File: src/rtl/acorn_step_engine.sv
// -----------------------------------------------------------------------------
// acorn_step_engine
//
// ACORN-128 state-update core. It holds the 293-bit cipher state and, for each
// accepted beat, advances it STEPS rounds in one clock. Every round applies the
// six linear-feedback XORs, then derives the keystream bit (KSG128) and the
// feedback bit (FBK128 with ca/cb control), and shifts in f ^ message bit.
//
// Ports
//   clk, rst          clock (rising edge), synchronous active-high reset
//   load, load_state  overwrite the state with load_state (bit i = S[i])
//   in_valid/in_ready input handshake for din/ca/cb/dec (bit 0 = first round)
//   dec               1: message bit = din ^ ks (decrypt), 0: message bit = din
//   out_valid/out_ready output handshake for dout/ks
//   dout, ks          per-round din ^ ks and keystream, bit 0 = first round
//   state_out         current state register (tag extraction)
//
// STEPS must be one of 1, 2, 4, 8, 16, 32.
// -----------------------------------------------------------------------------
module acorn_step_engine #(
    parameter int STEPS = 1
) (
    input  logic             clk,
    input  logic             rst,
    input  logic             load,
    input  logic [292:0]     load_state,
    input  logic             in_valid,
    output logic             in_ready,
    input  logic [STEPS-1:0] din,
    input  logic [STEPS-1:0] ca,
    input  logic [STEPS-1:0] cb,
    input  logic             dec,
    output logic             out_valid,
    input  logic             out_ready,
    output logic [STEPS-1:0] dout,
    output logic [STEPS-1:0] ks,
    output logic [292:0]     state_out
);

    function automatic logic maj(input logic x, input logic y, input logic z);
        return (x & y) ^ (x & z) ^ (y & z);
    endfunction

    function automatic logic ch(input logic x, input logic y, input logic z);
        return (x & y) ^ (~x & z);
    endfunction

    logic [292:0]     state_reg;
    logic             out_valid_reg;
    logic [STEPS-1:0] dout_reg;
    logic [STEPS-1:0] ks_reg;

    logic             fire;

    // stage_state[r] is the state entering round r; stage_state[STEPS] is the
    // state written back when a beat fires.
    logic [STEPS:0][292:0] stage_state;
    logic [STEPS-1:0]      ks_next;
    logic [STEPS-1:0]      dout_next;

    assign stage_state[0] = state_reg;

    for (genvar gi = 0; gi < STEPS; gi++) begin : g_round
        logic [292:0] s_pre;
        logic [292:0] s_mix;
        logic         ks_bit;
        logic         fb_bit;
        logic         msg_bit;

        assign s_pre = stage_state[gi];

        // The six linear updates only ever read taps that are updated later in
        // the sequence (or not at all), so every XOR reads the round's input.
        always_comb begin
            s_mix      = s_pre;
            s_mix[289] = s_pre[289] ^ s_pre[235] ^ s_pre[230];
            s_mix[230] = s_pre[230] ^ s_pre[196] ^ s_pre[193];
            s_mix[193] = s_pre[193] ^ s_pre[160] ^ s_pre[154];
            s_mix[154] = s_pre[154] ^ s_pre[111] ^ s_pre[107];
            s_mix[107] = s_pre[107] ^ s_pre[66]  ^ s_pre[61];
            s_mix[61]  = s_pre[61]  ^ s_pre[23]  ^ s_pre[0];
        end

        assign ks_bit = s_mix[12] ^ s_mix[154]
                      ^ maj(s_mix[235], s_mix[61], s_mix[193])
                      ^ ch(s_mix[230], s_mix[111], s_mix[66]);

        assign fb_bit = s_mix[0] ^ ~s_mix[107]
                      ^ maj(s_mix[244], s_mix[23], s_mix[160])
                      ^ (ca[gi] & s_mix[196])
                      ^ (cb[gi] & ks_bit);

        assign msg_bit = dec ? (din[gi] ^ ks_bit) : din[gi];

        assign ks_next[gi]   = ks_bit;
        assign dout_next[gi] = din[gi] ^ ks_bit;

        assign stage_state[gi+1] = {fb_bit ^ msg_bit, s_mix[292:1]};
    end

    // A load cycle never accepts a beat; the held beat goes in afterwards.
    assign in_ready = ~load & (~out_valid_reg | out_ready);
    assign fire     = in_valid & in_ready;

    always_ff @(posedge clk) begin
        if (rst) begin
            state_reg <= '0;
        end else if (load) begin
            state_reg <= load_state;
        end else if (fire) begin
            state_reg <= stage_state[STEPS];
        end
    end

    // Output slot: filled on fire, emptied when drained without a refill.
    always_ff @(posedge clk) begin
        if (rst) begin
            out_valid_reg <= 1'b0;
            dout_reg      <= '0;
            ks_reg        <= '0;
        end else if (fire) begin
            out_valid_reg <= 1'b1;
            dout_reg      <= dout_next;
            ks_reg        <= ks_next;
        end else if (out_ready) begin
            out_valid_reg <= 1'b0;
        end
    end

    assign out_valid = out_valid_reg;
    assign dout      = dout_reg;
    assign ks        = ks_reg;
    assign state_out = state_reg;

endmodule

File: config.mk
export PLATFORM = sky130hd
export DESIGN_NAME = acorn_step_engine
export DESIGN_NICKNAME = d
export VERILOG_FILES = /design/src/rtl/acorn_step_engine.sv
export SDC_FILE = /design/constraint.sdc
export NUM_CORES = 1
export LEC_CHECK = 0
export BUFFER_PORTS_ARGS = -buffer_cell sky130_fd_sc_hd__buf_2
export CORE_AREA = 2 2 236 238
export DETAILED_ROUTE_END_ITERATION = 8
export DIE_AREA = 0 0 238 240
export GPL_TIMING_DRIVEN = 0
export PLACE_DENSITY_LB_ADDON = 0.15
export SLEW_MARGIN = 30
export SYNTH_ARGS = -nofsm -noshare
export SYNTH_HDL_FRONTEND = slang
export SYNTH_SLANG_ARGS = --single-unit
export TNS_END_PERCENT = 50
File: constraint.sdc
create_clock -name clk -period 2.9 [get_ports clk]
set_input_delay 0.58 -clock clk [delete_from_list [all_inputs] [get_ports clk]]
set_output_delay 0.58 -clock clk [all_outputs]
set_load 0.03 [all_outputs]
Word-level counts from Yosys, hierarchy flattened. Index checks and enable logic that the tools add are counted.

Output and inout bits: 297. Logic and storage cells: 54. Input bits: 302. Register bits: 296.

Muxes and demuxes: 5. Reduce and logical (&&, ||, !) cells: 2. Bitwise logic cells: 43.

Operators with widths (count): 293-bit two-way mux (2); 1-bit XOR (26); 1-bit bitwise AND (12); 1-bit inverter (4); 2-bit nonzero test (2); 1-bit two-way mux (3); 1-bit bitwise OR (1).

Depth between registers and ports, before layout. Gate-level depths: netlist of the first run.

Depth in word-level cells: 12. Depth in mapped cells: 9. Mapped depth without buffers: 6.

Worst setup path after synthesis of the first run. Ideal clock, no wire load.

Path type: input to register. Start point: input load. End point: register state_reg[234], in the netlist state_out[234]. Setup time: 0.070 ns. Required time: 2.830 ns. Cell stages on the path: 8. Data arrival time: 2.241 ns. Path slack: 0.588 ns. Path buffers: 4. Cell sequence: buf_2 > nor2b_1 > and2_1 > buf_2 > buf_2 > buf_1 > a22oi_1 > a21oi_1.

Word-level cells in the longest chain between the ends: 4. Elaborated cells between the ends (all ways): 5. Those cells by class: 1 x mux; 3 x bitwise; 1 x reduce/logical.

RTL lines: start: declaration (line 25) `input logic load,`; 1-bit inverter (line 102) `assign in_ready = ~load & (~out_valid_reg | out_ready);`; 1-bit bitwise AND (line 102); via in_ready (line 28) `output logic in_ready,`; 1-bit bitwise AND (line 103) `assign fire = in_valid & in_ready;`; 2-bit nonzero test (no line); end signal: assignment (line 109) `state_reg <= load_state;`; end signal: assignment (line 111) `state_reg <= stage_state[STEPS];`; end: declaration (line 48) `logic [292:0] state_reg;`.

The timed path passes the listed nets, and every way through them passes these cells. A chain may end at the register's enable or synchronous reset.

Final worst setup path of the first run.
Start point: register out_valid_reg, in the netlist out_valid. End point: register state_reg[83], in the netlist state_out[83].

Word-level cells in the longest chain between the ends: 5.

RTL lines: start: declaration (line 49) `logic out_valid_reg;`; start signal: assignment (line 118) `out_valid_reg <= 1'b0;`; start signal: assignment (line 122) `out_valid_reg <= 1'b1;`; start signal: assignment (line 126) `out_valid_reg <= 1'b0;`; 1-bit inverter (line 102); 1-bit bitwise OR (line 102); 1-bit bitwise AND (line 102); 1-bit bitwise AND (line 103); 2-bit nonzero test (no line).

Every way passes these cells.

==> results.yml, run 1 <==
timing:
  finClkSkew_ps: 20.16
  worst_pin_slew_ps: 899.3
  hold_violations: 0
  finalSetupViolCount: 0
  grt_setup_unrepaired: "no"
  worst_slack_ps: 635.0
  timing.hold.ws_ps: 295.1
  max_freq_ghz: 0.4415
  drv_slew: 0
  slew_headroom_pct: 40.05
  post-route-period-util_pct: 78.10
  fin_crit_ps: 2265
place:
  dpl_worst_slack_ps: 163.9
  gp_congestion: 0.8571
  dp_hpwl_um: 42910
  numPortBuffers: 596
logic_synthesis:
  avgSynthCellArea_um2: 8.642
  seq_area_frac_synth_pct: 51.02
  yosysTopAreaCellShare_pct: 51.02
  synth.ff_latch_count: 296
  syn-num-nets: 1646
  synthXorXnorAreaFrac_pct: 2.014
  synth_cell_type_count: 28
  yosys_warnings: 0
  synth_commonest_cells: "dfxtp_1, nand2_1, a21oi_1"
  synthArstFlopShare_pct: 0
  synth_simple_gate_area_share_pct: 10.06
  netlist_top_cells_area: "dfxtp_1, a22oi_1, a21oi_1"
  synth_top_family_by_area: "compound AO/OA/AOI/OAI gates"
  synth_fa_ha_area_share_pct: 0.1831
  synth_area_um2: 11610
  synth_compound_gate_area_share_pct: 31.74
  synth_area_leader_cell: "dfxtp_1"
  synth_edf_count: 0
  muxShareOfSynthArea_pct: 0.1724
  synthCells: 1344
  synthFlopType: "dfxtp_1"
  yosysMostFrequentCell: "dfxtp_1"
route:
  wl_per_cell_um: 20.37
  drt-met1-wl_um: 22420
  ant_nets: 0
  highest_layer: "met5"
  drtPass1Iterations: 5
  drt_iter0_drc: 576
  route.vias.total: 12780
  wl_met2_um: 27090
  drc: 0
  wl_met3_um: 4505
  drt-total-wl_um: 55260
  vias_per_cell: 4.710
setup_path:
  worst-path-max-fanout: 10
  ff2ff_path_depth: 8
  worst-setup-path-type: "register to register"
  slowest_delay_ps: 580
  r2r-start: "out_valid$_SDFFE_PP0P_"
  critPathArrivalTime_ps: 2730
  cp_num_buf_inv: 3
  required_ps: 3360
  crit_top_cell: "buf_2"
  cp_slowest_cell: "clkbuf_1"
  path_cells: "nand2b_1, nor2b_1, and2_1, buf_2, clkbuf_1, buf_2, a22oi_1, a21oi_1"
  cp_top_family: "buffers and inverters"
  start_kind: "register"
  endpoint: "state_out[83]$_SDFFE_PP0P_"
  r2r_setup_slack_ps: 630
  worstSetupEndpointType: "register"
  cp.depth: 8
  rr_endpoint: "state_out[83]$_SDFFE_PP0P_"
  startpoint: "out_valid$_SDFFE_PP0P_"
grt:
  grt_start_max_net_pins: 12
  grt_pass1_wl_um: 79060
  track_usage_pct: 18.23
  grt_pass1_vias: 12440
  antenna_found_initial: 16
  grt.overflow.total: 0
clock_tree:
  cts_tree: "done"
  numCtsBuffers: 38
  clk_pin_slew_ps: 60
  cts_hold_buf: 0
  cts_max_level: 2
  cts_setup_buffers: 0
  clock_latency_ps: 550
  root_buffer: "clkbuf_16"
  cts_resized: 0
  clock_path_buffers: 3
  clock-sinks: 296
pwr:
  power.density_nw_per_um2: 663.4
  totalPowerFinal_w: 0.01104
  peakVddDrop_v: 0.0003520
  p_leak_nw: 7.265
worst_hold_path:
  hp-class: "input port to register"
die:
  initial_core_util_pct: 21.25
  dieHeight_um: 240
  pin_count: 599
  die_w_um: 238
  die-area_um2: 57120
  placementRows: 86
  core_um2: 54660
layout:
  area_delta_synth_final_pct: 43.29
  multi_input_area_um2: 5130
  final_layout_size_suffix_gt1_share_pct: 35.23
  largest_reg_flops: 293
  register_area_um2: 5926
  fillerInstances: 6000
  fin_nets: 2282
job:
  max_cap_viol_count: 0
run_status:
  status: "completed"
==> through the flow <==
| stage | cells | cell area (um^2) | utilization, % | setup TNS [ps] |
|---|---|---|---|---|
| after global placement | 2644 | 15480 | 28.32 | -222.3 |
| after floorplan | 1344 | 11610 | - | 0 |
| after CTS | 2708 | 16630 | 30.42 | 0 |
| after detailed placement | 2644 | 15480 | 28.32 | 0 |
| final | 2713 | 16640 | 30.45 | 0 |
| after global routing | 2711 | 16640 | 30.44 | 0 |
==> cell usage in the layout, fill, tap and decap left out, types with 2 or more instances in the layout <==
master	n
nand2b_1	2
clkbuf_1	86
clkbuf_16	39
nand2_1	295
buf_2	650
clkbuf_2	2
xor2_1	4
dfxtp_1	296
mux2i_1	2
a21oi_1	294
clkbuf_8	4
diode_2	5
clkinv_2	3
buf_1	4
nor2_1	4
xnor2_1	10
a22oi_1	290
==> layout make-up <==
type / instances / share of cell area (%)
Clock buffer: 58 / 6.533
Antenna cell: 5 / 0.07518
Timing Repair Buffer: 596 / 17.92
Multi-Input combinational cell: 917 / 30.82
Buffer: 131 / 3.375
Clock inverter: 6 / 0.3759
Tap cell: 704 / 5.292
Sequential cell: 296 / 35.60
==> cells by family (layout without fill, tap and decap cells) <==
| kind of cell | after synthesis | count (layout) |
|---|---|---|
| simple gates | 306 | 306 |
| other cells | 0 | 5 |
| xor+xnor | 19 | 19 |
| flops | 296 | 296 |
| buf+inv | 131 | 791 |
| compound gates | 588 | 588 |
| mux | 2 | 2 |
| fa+ha+maj | 2 | 2 |
==> worst min-delay path by stage <==
stage / start / to / slack, ps / cells after the start
after CTS: load_state[288] / state_out[288]$_SDFFE_PP0P_ / 260 / 3
after detailed placement: ks$_SDFFE_PP0P_ / ks$_SDFFE_PP0P_ / 450 / 2
after floorplan: ks$_SDFFE_PP0P_ / ks$_SDFFE_PP0P_ / 580 / 2
after global routing: load_state[288] / state_out[288]$_SDFFE_PP0P_ / 310 / 3
final: load_state[288] / state_out[288]$_SDFFE_PP0P_ / 300 / 3
after global placement: ks$_SDFFE_PP0P_ / ks$_SDFFE_PP0P_ / 450 / 2
==> per-layer routing <==
| layer | up-vias | GRT usage [%] |
|---|---|---|
| li1 | 6147 | - |
| met1 | 6073 | 21.36 |
| met2 | 456 | 31.69 |
| met3 | 83 | 6.303 |
| met4 | 20 | 4.735 |
| met5 | - | 0 |
==> worst min-delay path: cells and delay by family <==
kind / cells / cell delay (ps)
AND/OR/NAND/NOR: 1 / 80
AO/OA/AOI/OAI: 1 / 60
buffers and inverters: 1 / 70
==> report_power, final <==
group	total, W	internal [W]	switching (W)
logic	0.00198	0.000665	0.00131
clock network	0.00449	0.00266	0.00183
registers	0.00457	0.00433	0.000237
Note: power is estimated with default switching activity, not from simulation.
==> inputs of run 2 (changes only) <==
--- a/config.mk
+++ b/config.mk
@@ -6,9 +6,9 @@
 export NUM_CORES = 1
 export LEC_CHECK = 0
 export BUFFER_PORTS_ARGS = -buffer_cell sky130_fd_sc_hd__buf_2
-export CORE_AREA = 2 2 236 238
+export CORE_AREA = 2 2 230 232
 export DETAILED_ROUTE_END_ITERATION = 8
-export DIE_AREA = 0 0 238 240
+export DIE_AREA = 0 0 232 234
 export GPL_TIMING_DRIVEN = 0
 export PLACE_DENSITY_LB_ADDON = 0.15
 export SLEW_MARGIN = 30
==> constraint.sdc (replaced) <==
create_clock -name clk -period 2.2 [get_ports clk]
set_input_delay 0.44 -clock clk [delete_from_list [all_inputs] [get_ports clk]]
set_output_delay 0.44 -clock clk [all_outputs]
set_load 0.03 [all_outputs]
==> run 2 against run 1 <==
  * Largest cell class unchanged
  * Final cell count decreased by 0.44%
  * Setup slack worse by 510 ps
  * Sequential cell count is the same
  * Clock power is 35% higher
==> results.yml, run 2 (same netlist as run 1, synthesis figures left out) <==
run_status:
  status: "completed"
worst_hold_path:
  hp-class: "input port to register"
layout:
  area_delta_synth_final_pct: 43.84
  fin_util_pct: 32.11
  layout_common_cells: "buf_2, nand2_1, a21oi_1"
  final_layout_size_suffix_gt1_share_pct: 35.93
  final_common_cell: "buf_2"
  fin_nets: 2282
  largest_reg_flops: 293
  post-route-cell-area_um2: 16710
grt:
  grt_pass1_vias: 12220
  antenna_found_initial: 16
  grt_pass1_wl_um: 77540
  track_usage_pct: 18.87
  grt_start_max_net_pins: 12
  grt.overflow.total: 0
route:
  wl_per_cell_um: 20.34
  ant_nets: 0
  drt_iter0_drc: 670
  drc: 0
  drt-total-wl_um: 54940
  vias_per_cell: 4.775
  route.vias.total: 12900
  drtPass1Iterations: 5
place:
  gp_congestion: 0.8518
  dpl_cell_area_um2: 15460
  dp_hpwl_um: 42450
  numPortBuffers: 596
pwr:
  p_leak_nw: 7.305
  totalPowerFinal_w: 0.01470
  power.density_nw_per_um2: 879.9
  peakVddDrop_v: 0.0004359
setup_path:
  critPathArrivalTime_ps: 2500
  cp_top_family: "XOR/XNOR gates"
  worst-setup-path-type: "register to register"
  cp_slowest_cell: "xor3_1"
  required_ps: 2620
  worst-path-max-fanout: 4
  cp_num_buf_inv: 0
  start_kind: "register"
  path_cells: "xor3_1, maj3_2, or2_0, mux2i_1, xor2_1, o22ai_2"
  slowest_delay_ps: 530
  worstSetupEndpointType: "register"
timing:
  max_freq_ghz: 0.4814
  fin_crit_ps: 2077
  timing.hold.ws_ps: 175.0
  grt_setup_unrepaired: "yes"
  finalSetupViolCount: 0
  post-route-period-util_pct: 94.42
  slew_headroom_pct: 42.76
  drv_slew: 0
  finClkSkew_ps: 17.94
  worst_pin_slew_ps: 858.6
  hold_violations: 0
die:
  core_um2: 52020
  pin_count: 599
  dieHeight_um: 234
  die-area_um2: 54290
  die_w_um: 232
  initial_core_util_pct: 22.33
  placementRows: 84
clock_tree:
  clock-sinks: 296
  cts_tree: "done"
  root_buffer: "clkbuf_16"
  clock_path_buffers: 3
  cts_max_level: 2
  cts_setup_buffers: 0
  numCtsBuffers: 38
  clock_latency_ps: 550
  clk_pin_slew_ps: 60
job:
  max_cap_viol_count: 0
run 2: cell count changes in the layout (fill, tap and decap cells not counted), moves of 3 or more:
cell	delta
dfxtp_1	-3
clkbuf_2	+4
buf_2	-3
dfxtp_2	+3
clkbuf_8	+3
diode_2	+4
buf_4	+3
buf_1	-4
clkbuf_1	-5
run 2: cell type report:
class                           instances  area (um^2)
Antenna cell                            9        22.52
Buffer                                131        581.8
Clock buffer                           60         1167
Clock inverter                          4        25.02
Fill cell                            5666        35320
Multi-Input combinational cell        917         5137
Sequential cell                       296         5929
Tap cell                              688        860.8
Timing Repair Buffer                  596         2983
run 2: metrics by stage:
step	cells	setup slack [ps]	TNS, ps
after CTS	2692	1.703	0
after detailed placement	2628	-449.0	-84000
final	2701	122.7	0
after global routing	2700	-3.991	-3.991
after floorplan	1344	28.11	0
after global placement	2628	-707.3	-116190
run 2: worst paths after layout:
| kind | from | to | slack (ps) | depth (start not counted) |
|---|---|---|---|---|
| max | state_out[154]$_SDFFE_PP0P_ | state_out[292]$_SDFFE_PP0P_ | 120 | 6 |
| max reg2reg | state_out[154]$_SDFFE_PP0P_ | state_out[292]$_SDFFE_PP0P_ | 120 | 6 |
| min | load_state[288] | state_out[288]$_SDFFE_PP0P_ | 180 | 3 |
| min reg2reg | ks$_SDFFE_PP0P_ | ks$_SDFFE_PP0P_ | 460 | 2 |
run 2: routing by layer:
layer | vias up | wire, um | GRT usage [%]
met4 | 12 | 1315 | 5.970
met2 | 456 | 26680 | 32.12
li1 | 6172 | - | -
met5 | - | 82 | 0
met3 | 82 | 4218 | 5.788
met1 | 6176 | 22640 | 22.71
run 2: power by group:
group	internal [W]	switching (W)	leakage [nW]
Combinational	0.000883	0.00174	4.28
Sequential	0.00571	0.000312	2.44
Clock	0.00362	0.00244	0.578
run 2: what timing repair did:
item	4_1_cts	5_1_grt
setup endpoints to repair	113	231
hold buffers	0	0
gates resized for setup	5	16
run 2: tightest hold or removal path, delay by kind of cell:
| kind | cells | cell delay, ps |
|---|---|---|
| buf+inv | 1 | 80 |
| simple gates | 1 | 90 |
| compound gates | 1 | 70 |
